==> src/rtl/mips_mem_arbiter_if.sv <==
// Bus bundle shared by the fetch/data requesters, the memory arbiter and the unified memory.
// The master modport is the arbiter's view; the slave modport is the requester/memory side.
interface mips_mem_arbiter_if #(
    parameter int AW = 32,
    parameter int DW = 32
);
    logic            i_req;
    logic [AW-1:0]   i_addr;
    logic            i_ack;
    logic [DW-1:0]   i_rdata;
    logic            i_err;

    logic            d_req;
    logic            d_we;
    logic [AW-1:0]   d_addr;
    logic [DW-1:0]   d_wdata;
    logic [DW/8-1:0] d_be;
    logic            d_ack;
    logic [DW-1:0]   d_rdata;
    logic            d_err;

    logic            mem_req;
    logic            mem_we;
    logic [AW-1:0]   mem_addr;
    logic [DW-1:0]   mem_wdata;
    logic [DW/8-1:0] mem_be;
    logic [DW-1:0]   mem_rdata;
    logic            mem_ack;

    modport master (
        input  i_req, i_addr,
        input  d_req, d_we, d_addr, d_wdata, d_be,
        input  mem_rdata, mem_ack,
        output i_ack, i_rdata, i_err,
        output d_ack, d_rdata, d_err,
        output mem_req, mem_we, mem_addr, mem_wdata, mem_be
    );

    modport slave (
        output i_req, i_addr,
        output d_req, d_we, d_addr, d_wdata, d_be,
        output mem_rdata, mem_ack,
        input  i_ack, i_rdata, i_err,
        input  d_ack, d_rdata, d_err,
        input  mem_req, mem_we, mem_addr, mem_wdata, mem_be
    );
endinterface

==> src/rtl/mips_mem_arbiter.sv <==
// Single-port memory arbiter between MIPS instruction fetch and load/store, data-first with a
// fetch starvation limiter. Define MEM_TIMEOUT_EN to abort transactions that never see mem_ack.
module mips_mem_arbiter #(
    parameter int AW          = 32,
    parameter int DW          = 32,
    parameter int MAX_DSTREAK = 4,
    parameter int TIMEOUT     = 16
) (
    input  logic               clk,
    input  logic               rst,
    mips_mem_arbiter_if.master bus
);
    localparam int BW = DW / 8;
    localparam int SW = $clog2(MAX_DSTREAK + 1);
    localparam logic [SW-1:0] STREAK_MAX  = SW'(MAX_DSTREAK);
    localparam logic [SW-1:0] STREAK_ONE  = SW'(32'd1);
    localparam logic [SW-1:0] STREAK_ZERO = {SW{1'b0}};

    typedef enum logic [1:0] {
        IDLE   = 2'd0,
        I_BUSY = 2'd1,
        D_BUSY = 2'd2,
        DONE   = 2'd3
    } state_t;

    state_t        state_r;
    state_t        state_nx_s;
    logic [SW-1:0] streak_r;
    logic [SW-1:0] streak_nx_s;

    logic          mem_req_r,   mem_req_nx_s;
    logic          mem_we_r,    mem_we_nx_s;
    logic [AW-1:0] mem_addr_r,  mem_addr_nx_s;
    logic [DW-1:0] mem_wdata_r, mem_wdata_nx_s;
    logic [BW-1:0] mem_be_r,    mem_be_nx_s;
    logic [DW-1:0] i_rdata_r,   i_rdata_nx_s;
    logic [DW-1:0] d_rdata_r,   d_rdata_nx_s;
    logic          i_ack_r,     i_ack_nx_s;
    logic          d_ack_r,     d_ack_nx_s;
    logic          i_err_r,     i_err_nx_s;
    logic          d_err_r,     d_err_nx_s;

    logic          grant_d_s;
    logic          grant_i_s;
    logic          busy_s;
    logic          expire_s;

    // Data wins unless fetch has already waited out MAX_DSTREAK consecutive data grants.
    always_comb begin
        grant_d_s = bus.d_req & ~(bus.i_req & (streak_r == STREAK_MAX));
        grant_i_s = bus.i_req & ~grant_d_s;
        busy_s    = (state_r == I_BUSY) || (state_r == D_BUSY);
    end

`ifdef MEM_TIMEOUT_EN
    localparam int TW = $clog2(TIMEOUT + 1);
    localparam logic [TW-1:0] TMO_LAST = TW'(TIMEOUT - 1);
    localparam logic [TW-1:0] TMO_ONE  = TW'(32'd1);

    logic [TW-1:0] tmo_cnt_r;

    // Counts BUSY edges without mem_ack; held at zero outside BUSY so every grant starts fresh.
    always_ff @(posedge clk or posedge rst) begin
        if (rst) begin
            tmo_cnt_r <= {TW{1'b0}};
        end else if (!busy_s) begin
            tmo_cnt_r <= {TW{1'b0}};
        end else if (!bus.mem_ack && (tmo_cnt_r != TMO_LAST)) begin
            tmo_cnt_r <= tmo_cnt_r + TMO_ONE;
        end else begin
            tmo_cnt_r <= tmo_cnt_r;
        end
    end

    // A real mem_ack on the expiry edge takes precedence over the abort.
    assign expire_s = busy_s & ~bus.mem_ack & (tmo_cnt_r == TMO_LAST);
`else
    logic unused_tmo_s;

    assign expire_s     = 1'b0;
    assign unused_tmo_s = (TIMEOUT > 32'sd0);
`endif

    // State register.
    always_ff @(posedge clk or posedge rst) begin
        if (rst) begin
            state_r <= IDLE;
        end else begin
            state_r <= state_nx_s;
        end
    end

    // Next-state logic: one transaction at a time, with a DONE gap before re-arbitration.
    always_comb begin
        state_nx_s = state_r;
        case (state_r)
            IDLE: begin
                if (grant_d_s) begin
                    state_nx_s = D_BUSY;
                end else if (grant_i_s) begin
                    state_nx_s = I_BUSY;
                end else begin
                    state_nx_s = IDLE;
                end
            end
            I_BUSY, D_BUSY: begin
                if (bus.mem_ack || expire_s) begin
                    state_nx_s = DONE;
                end else begin
                    state_nx_s = state_r;
                end
            end
            DONE:    state_nx_s = IDLE;
            default: state_nx_s = IDLE;
        endcase
    end

    // Next values of the registered bus outputs and the data-streak counter.
    always_comb begin
        streak_nx_s    = streak_r;
        mem_req_nx_s   = mem_req_r;
        mem_we_nx_s    = mem_we_r;
        mem_addr_nx_s  = mem_addr_r;
        mem_wdata_nx_s = mem_wdata_r;
        mem_be_nx_s    = mem_be_r;
        i_rdata_nx_s   = i_rdata_r;
        d_rdata_nx_s   = d_rdata_r;
        i_ack_nx_s     = 1'b0;
        d_ack_nx_s     = 1'b0;
        i_err_nx_s     = 1'b0;
        d_err_nx_s     = 1'b0;
        case (state_r)
            IDLE: begin
                if (grant_d_s) begin
                    mem_req_nx_s   = 1'b1;
                    mem_we_nx_s    = bus.d_we;
                    mem_addr_nx_s  = bus.d_addr;
                    mem_wdata_nx_s = bus.d_wdata;
                    mem_be_nx_s    = bus.d_be;
                    if (bus.i_req) begin
                        streak_nx_s = (streak_r == STREAK_MAX) ? STREAK_MAX : (streak_r + STREAK_ONE);
                    end else begin
                        streak_nx_s = STREAK_ZERO;
                    end
                end else if (grant_i_s) begin
                    mem_req_nx_s   = 1'b1;
                    mem_we_nx_s    = 1'b0;
                    mem_addr_nx_s  = bus.i_addr;
                    mem_wdata_nx_s = {DW{1'b0}};
                    mem_be_nx_s    = {BW{1'b0}};
                    streak_nx_s    = STREAK_ZERO;
                end else begin
                    mem_req_nx_s = 1'b0;
                end
            end
            I_BUSY: begin
                if (bus.mem_ack) begin
                    mem_req_nx_s = 1'b0;
                    i_ack_nx_s   = 1'b1;
                    i_rdata_nx_s = bus.mem_rdata;
                end else if (expire_s) begin
                    mem_req_nx_s = 1'b0;
                    i_ack_nx_s   = 1'b1;
                    i_err_nx_s   = 1'b1;
                end else begin
                    mem_req_nx_s = 1'b1;
                end
            end
            D_BUSY: begin
                if (bus.mem_ack) begin
                    mem_req_nx_s = 1'b0;
                    d_ack_nx_s   = 1'b1;
                    d_rdata_nx_s = bus.mem_rdata;
                end else if (expire_s) begin
                    mem_req_nx_s = 1'b0;
                    d_ack_nx_s   = 1'b1;
                    d_err_nx_s   = 1'b1;
                end else begin
                    mem_req_nx_s = 1'b1;
                end
            end
            DONE:    mem_req_nx_s = 1'b0;
            default: mem_req_nx_s = 1'b0;
        endcase
    end

    // Output and streak registers; reset abandons any in-flight memory transaction.
    always_ff @(posedge clk or posedge rst) begin
        if (rst) begin
            streak_r    <= STREAK_ZERO;
            mem_req_r   <= 1'b0;
            mem_we_r    <= 1'b0;
            mem_addr_r  <= {AW{1'b0}};
            mem_wdata_r <= {DW{1'b0}};
            mem_be_r    <= {BW{1'b0}};
            i_rdata_r   <= {DW{1'b0}};
            d_rdata_r   <= {DW{1'b0}};
            i_ack_r     <= 1'b0;
            d_ack_r     <= 1'b0;
            i_err_r     <= 1'b0;
            d_err_r     <= 1'b0;
        end else begin
            streak_r    <= streak_nx_s;
            mem_req_r   <= mem_req_nx_s;
            mem_we_r    <= mem_we_nx_s;
            mem_addr_r  <= mem_addr_nx_s;
            mem_wdata_r <= mem_wdata_nx_s;
            mem_be_r    <= mem_be_nx_s;
            i_rdata_r   <= i_rdata_nx_s;
            d_rdata_r   <= d_rdata_nx_s;
            i_ack_r     <= i_ack_nx_s;
            d_ack_r     <= d_ack_nx_s;
            i_err_r     <= i_err_nx_s;
            d_err_r     <= d_err_nx_s;
        end
    end

    assign bus.mem_req   = mem_req_r;
    assign bus.mem_we    = mem_we_r;
    assign bus.mem_addr  = mem_addr_r;
    assign bus.mem_wdata = mem_wdata_r;
    assign bus.mem_be    = mem_be_r;
    assign bus.i_ack     = i_ack_r;
    assign bus.i_rdata   = i_rdata_r;
    assign bus.i_err     = i_err_r;
    assign bus.d_ack     = d_ack_r;
    assign bus.d_rdata   = d_rdata_r;
    assign bus.d_err     = d_err_r;
endmodule
==> src/flat_wrapper.sv <==
// flat-port wrapper written by rule: the top's interface ports become plain ports
module mips_mem_arbiter_flat 
#(
    parameter int AW          = 32,
    parameter int DW          = 32,
    parameter int MAX_DSTREAK = 4,
    parameter int TIMEOUT     = 16
)
  (clk, rst, bus_i_req, bus_i_addr, bus_d_req, bus_d_we, bus_d_addr, bus_d_wdata, bus_d_be, bus_mem_rdata, bus_mem_ack, bus_i_ack, bus_i_rdata, bus_i_err, bus_d_ack, bus_d_rdata, bus_d_err, bus_mem_req, bus_mem_we, bus_mem_addr, bus_mem_wdata, bus_mem_be);
  mips_mem_arbiter_if #(.AW(AW), .DW(DW)) bus_i ();
  input  logic clk;
  input  logic rst;
  input wire logic [$bits(bus_i.i_req)-1:0] bus_i_req;
  input wire logic [$bits(bus_i.i_addr)-1:0] bus_i_addr;
  input wire logic [$bits(bus_i.d_req)-1:0] bus_d_req;
  input wire logic [$bits(bus_i.d_we)-1:0] bus_d_we;
  input wire logic [$bits(bus_i.d_addr)-1:0] bus_d_addr;
  input wire logic [$bits(bus_i.d_wdata)-1:0] bus_d_wdata;
  input wire logic [$bits(bus_i.d_be)-1:0] bus_d_be;
  input wire logic [$bits(bus_i.mem_rdata)-1:0] bus_mem_rdata;
  input wire logic [$bits(bus_i.mem_ack)-1:0] bus_mem_ack;
  output wire logic [$bits(bus_i.i_ack)-1:0] bus_i_ack;
  output wire logic [$bits(bus_i.i_rdata)-1:0] bus_i_rdata;
  output wire logic [$bits(bus_i.i_err)-1:0] bus_i_err;
  output wire logic [$bits(bus_i.d_ack)-1:0] bus_d_ack;
  output wire logic [$bits(bus_i.d_rdata)-1:0] bus_d_rdata;
  output wire logic [$bits(bus_i.d_err)-1:0] bus_d_err;
  output wire logic [$bits(bus_i.mem_req)-1:0] bus_mem_req;
  output wire logic [$bits(bus_i.mem_we)-1:0] bus_mem_we;
  output wire logic [$bits(bus_i.mem_addr)-1:0] bus_mem_addr;
  output wire logic [$bits(bus_i.mem_wdata)-1:0] bus_mem_wdata;
  output wire logic [$bits(bus_i.mem_be)-1:0] bus_mem_be;
  assign bus_i.i_req = bus_i_req;
  assign bus_i.i_addr = bus_i_addr;
  assign bus_i.d_req = bus_d_req;
  assign bus_i.d_we = bus_d_we;
  assign bus_i.d_addr = bus_d_addr;
  assign bus_i.d_wdata = bus_d_wdata;
  assign bus_i.d_be = bus_d_be;
  assign bus_i.mem_rdata = bus_mem_rdata;
  assign bus_i.mem_ack = bus_mem_ack;
  assign bus_i_ack = bus_i.i_ack;
  assign bus_i_rdata = bus_i.i_rdata;
  assign bus_i_err = bus_i.i_err;
  assign bus_d_ack = bus_i.d_ack;
  assign bus_d_rdata = bus_i.d_rdata;
  assign bus_d_err = bus_i.d_err;
  assign bus_mem_req = bus_i.mem_req;
  assign bus_mem_we = bus_i.mem_we;
  assign bus_mem_addr = bus_i.mem_addr;
  assign bus_mem_wdata = bus_i.mem_wdata;
  assign bus_mem_be = bus_i.mem_be;
  mips_mem_arbiter #(.AW(AW), .DW(DW), .MAX_DSTREAK(MAX_DSTREAK), .TIMEOUT(TIMEOUT)) u_core (.clk(clk), .rst(rst), .bus(bus_i));
endmodule
==> config.mk <==
export PLATFORM = sky130hd
export DESIGN_NAME = mips_mem_arbiter_flat
export DESIGN_NICKNAME = d
export VERILOG_FILES = /design/src/rtl/mips_mem_arbiter_if.sv /design/src/rtl/mips_mem_arbiter.sv /design/src/flat_wrapper.sv
export SDC_FILE = /design/constraint.sdc
export NUM_CORES = 1
export LEC_CHECK = 0
export CORE_ASPECT_RATIO = 0.9
export CORE_MARGIN = 2
export CORE_UTILIZATION = 44
export CTS_BUF_LIST = sky130_fd_sc_hd__clkbuf_2 sky130_fd_sc_hd__clkbuf_4 sky130_fd_sc_hd__clkbuf_8
export DETAILED_ROUTE_END_ITERATION = 8
export PLACE_DENSITY = 0.86
export SLEW_MARGIN = 20
export SYNTH_ARGS = -nofsm -noshare
export SYNTH_HDL_FRONTEND = slang
export SYNTH_SLANG_ARGS = --single-unit
==> constraint.sdc <==
create_clock -name clk -period 7 [get_ports clk]
set_input_delay 1.05 -clock clk [delete_from_list [all_inputs] [get_ports clk]]
set_output_delay 1.05 -clock clk [all_outputs]
set_load 0.02 [all_outputs]
### Yosys cells after proc, flatten, opt, wreduce, memory -nomap -nowiden

Index checks and enable logic that the tools add are counted.

* register bits: 141
* bits of input ports: 138
* logic and storage cells: 51

* $add $sub $neg: 1
* equal/unequal tests: 5
* mux-type cells: 23
* bitwise operators: 5
* reductions and logical operators: 6

Operator list (number)
* $mux W32: 4
* $mux W3: 4
* $mux W1: 9
* $mux W4: 2
* $pmux W2 S3: 1
* $reduce_and A2 Y1: 3
* $eq A2 B2 Y1 const B: 2
* $mux W2: 2
* $add A3 B1 Y3 const B: 1
* $and A1 B1 Y1: 3
* $eq A3 B3 Y1 const B: 1
* $pmux W1 S3: 1
* $eq A2 B1 Y1 const B: 1
* $logic_not A2 Y1: 1
* $ne A2 B1 Y1 const B: 1
* $not A1 Y1: 2
* $reduce_bool A2 Y1: 1
* $reduce_or A2 Y1: 1

### Depth between registers and ports, before layout

Gate-level depths: netlist (run 1).

* depth in word-level cells: 9
* mapped depth: 8
* depth with buffers taken out: 5

### Worst setup path before layout (run 1)

No wires, ideal clock.

* kind: input port to flip-flop
* start: input port bus_i_req
* end: register u_core.mem_be_r[3] (netlist: u_core.bus.mem_be[3])
* arrival: 1.820 ns
* slack: 5.056 ns
* stages on the path: 6
* path through: buf_4 -> nand3_4 -> nand2_1 -> buf_2 -> buf_2 -> o21ai_1

* longest elaborated chain between the ends: 7
* elaborated cells between the ends (all ways): 8
* those cells by class: mux: 1; bitwise: 5; reduce/logical: 2

RTL lines
* start: declaration: RTL line flat_wrapper.sv:13 `input wire logic [$bits(bus_i.i_req)-1:0] bus_i_req;`
* $and A1 B1 Y1: RTL line mips_mem_arbiter.sv:50 `grant_d_s = bus.d_req & ~(bus.i_req & (streak_r == STREAK_MAX));`
* $not A1 Y1: RTL line mips_mem_arbiter.sv:50
* $and A1 B1 Y1: RTL line mips_mem_arbiter.sv:50
* $not A1 Y1: RTL line mips_mem_arbiter.sv:51 `grant_i_s = bus.i_req & ~grant_d_s;`
* $and A1 B1 Y1: RTL line mips_mem_arbiter.sv:51
* $reduce_bool A2 Y1 (no line)
* $reduce_and A2 Y1 (no line)
* end signal: assignment: RTL line mips_mem_arbiter.sv:195 `mem_be_r <= {BW{1'b0}};`
* end signal: assignment: RTL line mips_mem_arbiter.sv:208 `mem_be_r <= mem_be_nx_s;`
* end: declaration: RTL line mips_mem_arbiter.sv:35 `logic [BW-1:0] mem_be_r, mem_be_nx_s;`

Parallel ways exist; a longest one is shown, timed or not.
A chain may end at the register's enable or synchronous reset.

### Worst setup path in the final report (run 1)

* start: input port bus_d_req
* end: register u_core.mem_addr_r[4] (netlist: u_core.bus.mem_addr[4])

* longest elaborated chain between the ends: 5
* elaborated cells between the ends (all ways): 6
* those cells by class: mux: 1; bitwise: 3; reduce/logical: 2

RTL lines
* start: declaration: RTL line flat_wrapper.sv:15 `input wire logic [$bits(bus_i.d_req)-1:0] bus_d_req;`
* $and A1 B1 Y1 (*): RTL line mips_mem_arbiter.sv:50
* $not A1 Y1: RTL line mips_mem_arbiter.sv:51
* $and A1 B1 Y1: RTL line mips_mem_arbiter.sv:51
* $reduce_bool A2 Y1 (no line)
* $reduce_and A2 Y1 (no line)
* end signal: assignment: RTL line mips_mem_arbiter.sv:193 `mem_addr_r <= {AW{1'b0}};`
* end signal: assignment: RTL line mips_mem_arbiter.sv:206 `mem_addr_r <= mem_addr_nx_s;`
* end: declaration: RTL line mips_mem_arbiter.sv:33 `logic [AW-1:0] mem_addr_r, mem_addr_nx_s;`

Mark *: on every way between the ends. The rest lies on a longest branch, timed or not.

==> out/summary.txt, run 1 <==
drt first-iter violations -> 305
first-pass GRT wire length -> 26,000 um
initial antenna violation count -> 0
synth top area cells -> dfrtp_1, mux2_1, nand2_1, o211ai_2, nand4_1
die span in y -> 115 um
filler instances -> 919
postcts setup bufs -> 0
Crit. End Element -> register
CP Class -> input pin to register
proportion of layout cells with a drive suffix above 1 -> 0.0926
buffers added on ports -> 273
Total Wirelength -> 16,600 um
Clk pwr share -> 0.162
clock root buffer -> clkbuf_8
Gate power share -> 0.508
vias per inst -> 5.25
clock buffer depth -> 2
total CTS buffers -> 17
unrepaired setup endpoints after global routing -> false
final worst slack -> 4.11 ns
Final #Nets -> 932
CP Data Arrival Time -> 3.24 ns
Peak Freq -> 346 MHz
Sum Neg Setup Slack -> 0 ns
Synth cell types -> 29
Int Pwr -> 2680 uW
crit share post-route -> 0.413
worst-path fanout max -> 51
Reg power frac -> 0.330
total of max-cap violations -> 0
grt total ovfl -> 0
Worst setup SP type -> input pin
post-synthesis sequential area ratio -> 0.582
post-synth design cell area -> 6060 um^2
status -> finished clean
worst skew pair latency -> 0.43 ns
Syn Area/Cell -> 11.4 um^2
total power divided by cell area -> 472 nW/um^2
Clock Sinks -> 141
routed len/inst -> 17.2 um
Pleak -> 0.00394 uW
Syn Inst Count -> 530
die width -> 128 um
final-report hold violation count -> 0
H-tree Lvls -> 4
Rel. slew slack -> 0.490
gpl congestion -> 0.835
diodes inserted -> 0
vias in the first global route -> 5,228
initial core utilization -> 0.452
row count -> 40
area grow syn2layout -> 53.2%
GR Util met2 -> 0.382
Final setup viols -> 0
#FFs+latches synth -> 141
total track usage -> 0.226
Detail Route Antenna Nets -> 0
DIE AREA -> 14,700 um^2
hold_buf cts -> 0
share of the synthesized area in the top cell type -> 0.582
Ports -> 276
top cell type by total area after synthesis -> dfrtp_1
First-pass DRT Iterations -> 4
DRC violations left -> 0
largest net degree at the start of global routing -> 87
NetSw -> 1710 uW
Worst-Margin Slew -> 0.766 ns
Vias -> 5,081
footprint of the multi-input gates -> 2280 um^2
maximum vdd drop -> 0.000232 V
M3 GR Usage -> 0.0638
clk slew on worst S/H paths -> 0.07 ns
total core area -> 13,400 um^2
hold slack -> 0.488 ns
post-cts gate resize count -> 0
GRT Max-Usage Layer -> met2
Setup WS pre-CTS -> 3.69 ns
crit path time final -> 2.89 ns
met1 Use GR -> 0.272
CTS tree -> done
sequential cell area -> 3530 um^2
HPWL after DPL -> 11,900 um
Net Sw Frac -> 0.389
Slew Limit Fails -> 0
total number of yosys warnings -> 0
Hold Crit Class -> register to register
Final Skew -> 0.0120 ns
Req. time, crit path -> 7.35 ns
==> cell usage after synthesis <==
library cell	instances
buf_1	2
o21ai_1	39
a311oi_1	1
o22ai_1	2
nand3_4	1
nor3b_1	1
mux2_1	64
a21bo_2	1
nand2b_1	1
nor2_1	1
o21ai_0	2
clkbuf_1	12
inv_1	9
nand2_1	145
o211ai_1	2
ha_1	6
a211o_1	1
nand4_1	33
a32oi_1	1
o211ai_2	30
dfrtp_1	141
buf_6	4
buf_2	21
conb_1	1
a31oi_1	2
and2_4	1
buf_4	4
o21a_1	1
o21ai_2	1
==> critical path, cell delays in order <==
cell	delay (ns)
clkdlybuf4s50_1	0.45
buf_4	0.41
o21a_2	0.46
buf_4	0.51
nand2_1	0.14
o211ai_2	0.17
==> state kept, by name, indices dropped and copies added (netlist names), 2 cells and up <==
name                  cells
u_core.bus.mem_be         4
u_core.bus.mem_addr      32
u_core.streak_r           3
u_core.bus.i_rdata       32
u_core.state_r            2
u_core.bus.d_rdata       32
u_core.bus.mem_wdata     32
==> worst paths after layout <==
path                       slack [ns]                      end               startpoint  cells past startpoint
setup / recovery                 4.11   u_core.bus.mem_addr[4]                bus_d_req                      6
hold / removal                   0.49  u_core.bus.mem_addr[23]  u_core.bus.mem_addr[23]                      2
setup reg to reg                 4.55   u_core.bus.mem_addr[4]        u_core.state_r[0]                      7
hold reg to reg                  0.49  u_core.bus.mem_addr[23]  u_core.bus.mem_addr[23]                      2
max in group asynchronous        4.83  u_core.bus.mem_wdata[8]                      rst                      3
min in group asynchronous        1.04    u_core.bus.i_rdata[2]                      rst                      2
==> cell families (layout without fill, tap and decap cells) <==
| family | Yosys count | in the layout | synth area share |
|---|---|---|---|
| other cells | 1 | 2 | 0.000619 |
| buf+inv | 52 | 320 | 0.0440 |
| fa+ha+maj | 6 | 6 | 0.0124 |
| flops | 141 | 141 | 0.582 |
| simple gates | 183 | 183 | 0.131 |
| mux | 64 | 64 | 0.119 |
| compound gates | 83 | 83 | 0.111 |
==> power by group through the flow <==
stage | Sequential, uW | Clock [uW] | Combinational [uW]
after global placement | 1430 | 0 | 2180
after detailed placement | 1460 | 0 | 2250
after floorplan | 1920 | 0 | 701
final | 1450 | 709 | 2230
after CTS | 1450 | 725 | 2250
after global routing | 1490 | 764 | 2370
==> per-layer routing <==
metal / routed length (um) / share of wire / vias to the layer above
li1: - / - / 2341
met2: 8190 / 0.49 / 250
met5: 0 / 0 / -
met1: 6740 / 0.41 / 2450
met3: 1210 / 0.073 / 40
met4: 484 / 0.029 / 0
==> metrics by stage <==
stage	std cells	area (um^2)	utilization	total power (uW)
floorplan	531	6070	-	2620
global placement	937	8850	0.660	3610
detailed placement	937	8850	0.660	3700
CTS	967	9280	0.692	4420
global route	967	9290	0.692	4630
finish	967	9290	0.692	4380
==> layout make-up <==
| type | instances | area share |
|---|---|---|
| multi-input combinational | 338 | 0.246 |
| tap | 168 | 0.0226 |
| inverter | 9 | 0.00418 |
| clock inverter | 10 | 0.0175 |
| sequential | 141 | 0.380 |
| clock buffer | 20 | 0.0290 |
| timing repair buffer | 281 | 0.301 |
==> cells in the final DEF, fill, tap and decap left out, drive strengths merged <==
master / count
a211o: 1
a21bo: 1
a311oi: 1
a31oi: 2
a32oi: 1
and2: 1
buf: 8
bufinv: 4
clkbuf: 20
clkdlybuf4s50: 273
clkinv: 2
clkinvlp: 2
conb: 2
dfrtp: 141
ha: 6
inv: 11
mux2: 64
nand2: 145
nand2b: 1
nand3: 1
nand4: 33
nor2: 1
nor3b: 1
o211ai: 32
o21a: 1
o21ai: 42
o22ai: 2
(Power assumes the default switching activity.)
==> inputs of run 2 (changes only) <==
Settings changed: CORE_UTILIZATION 44 to 43, PLACE_DENSITY 0.86 to 0.85.
Clock period 7 ns to 2.9 ns, I/O delays scaled along.
==> run 2 against run 1 <==
Net effect: clock power up 130%; global-route usage fell by 0.68 points; setup slack got worse by 3.2 ns; register-to-register slack got worse by 3.6 ns; via count down 0.81%; critical path type is now register to register; largest cell class unchanged.
==> out/summary.txt, run 2 (synthesized netlist as in run 1, its figures left out) <==
die span in y -> 117 um
Final Skew -> 0.00693 ns
filler instances -> 998
maximum vdd drop -> 0.000549 V
proportion of layout cells with a drive suffix above 1 -> 0.0971
Detail Route Antenna Nets -> 0
Req. time, crit path -> 3.25 ns
final-report hold violation count -> 0
First-pass DRT Iterations -> 5
drt first-iter violations -> 212
total CTS buffers -> 17
Total Wirelength -> 16,400 um
final cell count without fillers -> 996
unrepaired setup endpoints after global routing -> false
Ports -> 276
Pleak -> 0.00396 uW
largest net degree at the start of global routing -> 89
post-cts gate resize count -> 0
DRC violations left -> 0
row count -> 41
grt total ovfl -> 0
Worst-Margin Slew -> 0.542 ns
hold_buf cts -> 0
diodes inserted -> 0
total core area -> 13,900 um^2
Crit. End Element -> register
H-tree Lvls -> 4
most common cell after layout, fill and taps aside -> clkdlybuf4s50_1
routed len/inst -> 16.5 um
worst skew pair latency -> 0.43 ns
hold slack -> 0.470 ns
CP max-delay cell -> dfrtp_1
vias in the first global route -> 5,030
critical-path cell list -> inv_1, ha_1, buf_4, o21a_2, buf_4, nand2_1, o211ai_2
crit share post-route -> 0.681
CP Class -> register to register
Final Cell Area -> 9360 um^2
postcts setup bufs -> 0
clock root buffer -> clkbuf_8
Peak Freq -> 506 MHz
total track usage -> 0.219
Final Power -> 10,500 uW
buffers added on ports -> 273
sequential cell area -> 3530 um^2
Rel. slew slack -> 0.638
Final #Nets -> 937
initial core utilization -> 0.436
Placed Area -> 8940 um^2
area grow syn2layout -> 54.4%
gpl congestion -> 0.842
crit path time final -> 1.97 ns
clk slew on worst S/H paths -> 0.07 ns
total power divided by cell area -> 1130 nW/um^2
initial antenna violation count -> 0
CP peak stage delay -> 0.41 ns
DIE AREA -> 15,100 um^2
die width -> 129 um
status -> finished clean
Clock Sinks -> 141
total of max-cap violations -> 0
Hold Crit Class -> input pin to asynchronous set/reset pin
Slew Limit Fails -> 0
most frequent CP cell -> buf_4
footprint of the multi-input gates -> 2280 um^2
Vias -> 5,040
Worst setup SP type -> register
HPWL after DPL -> 11,900 um
most frequent cells in the layout -> clkdlybuf4s50_1, nand2_1, dfrtp_1
first-pass GRT wire length -> 25,500 um
vias per inst -> 5.06
CP Data Arrival Time -> 2.32 ns
worst-path fanout max -> 42
clock buffer depth -> 2
CTS tree -> done
Final setup viols -> 0
placed cell count -> 967
Sum Neg Setup Slack -> 0 ns
## run 2: cell types whose count changed in the layout (fill, tap and decap cells not counted)
| cell | delta |
|---|---|
| buf_4 | +4 |
| inv_6 | -3 |
| buf_12 | +2 |
| clkinv_4 | +2 |
| clkinvlp_4 | +2 |
| buf_6 | -1 |
| clkbuf_4 | -1 |
| clkbuf_8 | -1 |
## run 2: worst paths after layout
kind | cells past startpoint | startpoint | slack, ns | to
worst max-delay path | 7 | u_core.state_r[0] | 0.93 | u_core.bus.mem_addr[5]
worst min-delay path | 3 | rst | 0.47 | u_core.bus.mem_addr[23]
worst max register to register | 7 | u_core.state_r[0] | 0.93 | u_core.bus.mem_addr[5]
worst min register to register | 1 | u_core.bus.i_rdata[6] | 0.49 | u_core.bus.i_rdata[6]
max in group asynchronous | 3 | rst | 2.01 | u_core.bus.mem_wdata[4]
min in group clk | 1 | u_core.bus.i_rdata[6] | 0.49 | u_core.bus.i_rdata[6]
## run 2: layout make-up
class,count,share of cell area
Timing Repair Buffer,286,0.305
Multi-Input combinational cell,338,0.244
Clock buffer,18,0.0265
Sequential cell,141,0.377
Clock inverter,11,0.0182
Inverter,9,0.00401
Tap cell,193,0.0258
## run 2: per-stage QoR
step / setup slack [ns] / util
after floorplan: 0.702 / -
after global placement: 0.760 / 0.643
after detailed placement: 0.669 / 0.643
after CTS: 0.920 / 0.673
after global routing: 0.744 / 0.673
final: 0.925 / 0.673
## run 2: layer usage
| layer | wire length (um) | part of all wire | global-route usage |
|---|---|---|---|
| met1 | 6690 | 0.41 | 0.273 |
| met5 | 0 | 0 | 0 |
| met3 | 1290 | 0.079 | 0.0573 |
| met2 | 8080 | 0.49 | 0.364 |
| met4 | 352 | 0.021 | 0.0913 |
## run 2: critical path: cells and delay by family, from the launching register on
family	cells	cell delay, ns
flops	1	0.41
simple gates	1	0.13
compound gates	2	0.37
fa+ha+maj	1	0.15
buf+inv	3	0.82
## run 2: report_power, final
part	total [uW]	leakage, uW	internal [uW]	switching, uW
Sequential	3500	0.00174	2950	550
Clock	1660	0.000202	944	715
Combinational	5390	0.00202	2550	2840
Total	10500	0.00396	6440	4110
==> inputs of run 3 (changes only) <==
Clock period 2.9 ns to 2 ns, I/O delays scaled along.
==> run 3 against run 2 <==
Net effect: combinational power increased by 48%; sequential power grew 45%; non-clock buffer count up 2; critical endpoint is now bus_i_rdata[18]; clock power increased by 60%; largest cell class unchanged; cell area is 1.8% higher.
==> out/summary.txt, run 3 (synthesized netlist as in run 1, its figures left out) <==
First-pass DRT Iterations -> 4
gpl congestion -> 0.829
DIE AREA -> 15,100 um^2
initial antenna violation count -> 0
Placed Area -> 9060 um^2
clock buffer depth -> 2
CP top delay family -> buffers and inverters
total core area -> 13,900 um^2
Final Skew -> 0.00768 ns
crit share post-route -> 0.872
postcts setup bufs -> 0
Critical R2R Launch -> u_core.streak_r[1]
maximum vdd drop -> 0.000790 V
final-report hold violation count -> 0
Peak Freq -> 573 MHz
Crit. End Element -> output pin
sequential cell area -> 3530 um^2
R2R Setup Slk -> 0.34 ns
fin util -> 0.685
HPWL after DPL -> 12,200 um
total CTS buffers -> 17
Hold Crit Class -> input pin to asynchronous set/reset pin
r2r worst-path depth -> 6
diodes inserted -> 0
Final Cell Area -> 9530 um^2
post-cts gate resize count -> 0
vias per inst -> 5.15
buffers added on ports -> 273
Pleak -> 0.00404 uW
crit path time final -> 1.74 ns
area grow syn2layout -> 57.1%
grt total ovfl -> 0
Total Wirelength -> 16,800 um
row count -> 41
Ports -> 276
total track usage -> 0.222
vias in the first global route -> 5,339
CP Class -> register to output pin
Worst Path Buf+Inv -> 1
first-pass GRT wire length -> 26,100 um
Final setup viols -> 0
Worst setup SP type -> register
footprint of the multi-input gates -> 2280 um^2
Final #Nets -> 939
Req. time, crit path -> 1.70 ns
Slew Limit Fails -> 0
H-tree Lvls -> 4
total of max-cap violations -> 0
Detail Route Antenna Nets -> 0
worst-path fanout max -> 2
critical-path cell list -> clkdlybuf4s50_1
filler instances -> 983
routed len/inst -> 16.8 um
CP peak stage delay -> 0.65 ns
clock root buffer -> clkbuf_8
status -> finished clean
most frequent cells in the layout -> clkdlybuf4s50_1, nand2_1, dfrtp_1
die span in y -> 117 um
largest net degree at the start of global routing -> 85
Final Power -> 15,700 uW
hold slack -> 0.346 ns
proportion of layout cells with a drive suffix above 1 -> 0.102
drt first-iter violations -> 294
Vias -> 5,153
Clock Sinks -> 141
CP Data Arrival Time -> 1.44 ns
CTS tree -> done
DRC violations left -> 0
unrepaired setup endpoints after global routing -> false
total power divided by cell area -> 1650 nW/um^2
die width -> 129 um
hold_buf cts -> 0
initial core utilization -> 0.436
worst skew pair latency -> 0.43 ns
most common cell after layout, fill and taps aside -> clkdlybuf4s50_1
CP max-delay cell -> clkdlybuf4s50_1
RR Endpoint -> u_core.bus.mem_addr[2]
clk slew on worst S/H paths -> 0.08 ns
## run 3: cell count changes in the layout (fill, tap and decap cells not counted), sizes merged
cell,delta
clkinv,-1
clkbuf,+3
clkinvlp,-2
inv,+1
buf,+2
bufinv,+1
## run 3: where the power goes
group,switching (uW),internal [uW]
clock network,1050,1600
logic,4160,3830
registers,816,4270
## run 3: cell type report
cell class | count | share of cell area
Sequential cell | 141 | 0.370
Clock buffer | 21 | 0.0297
Clock inverter | 10 | 0.0194
Timing Repair Buffer | 288 | 0.312
Tap cell | 193 | 0.0254
Multi-Input combinational cell | 338 | 0.239
Inverter | 9 | 0.00394
## run 3: worst max-delay path by stage
stage | slack, ns | cells past startpoint | startpoint | to
2_1_floorplan | -0.06 | 1 | rst | u_core.bus.d_ack
3_3_place_gp | 0.25 | 6 | bus_d_req | u_core.bus.mem_addr[5]
3_5_place_dp | 0.17 | 6 | bus_d_req | u_core.bus.mem_addr[2]
4_1_cts | 0.21 | 1 | u_core.bus.i_rdata[18] | bus_i_rdata[18]
5_1_grt | 0.18 | 1 | u_core.bus.mem_wdata[27] | bus_mem_wdata[27]
6_report | 0.26 | 1 | u_core.bus.i_rdata[18] | bus_i_rdata[18]
## run 3: per-stage QoR
stage	std cells	setup TNS [ns]	worst slack, ns
after floorplan	531	-8.89	-0.0631
after global placement	969	0	0.247
after detailed placement	969	0	0.167
after CTS	1000	0	0.206
after global routing	1000	0	0.179
final	1000	0	0.255
## run 3: routing by layer
| metal | part of all wire | wire length, um | GRT usage | up-vias |
|---|---|---|---|---|
| li1 | - | - | - | 2351 |
| met1 | 0.41 | 6870 | 0.269 | 2532 |
| met2 | 0.50 | 8330 | 0.379 | 240 |
| met3 | 0.073 | 1230 | 0.0605 | 30 |
| met4 | 0.020 | 332 | 0.0877 | 0 |
| met5 | 0 | 0 | 0 | - |
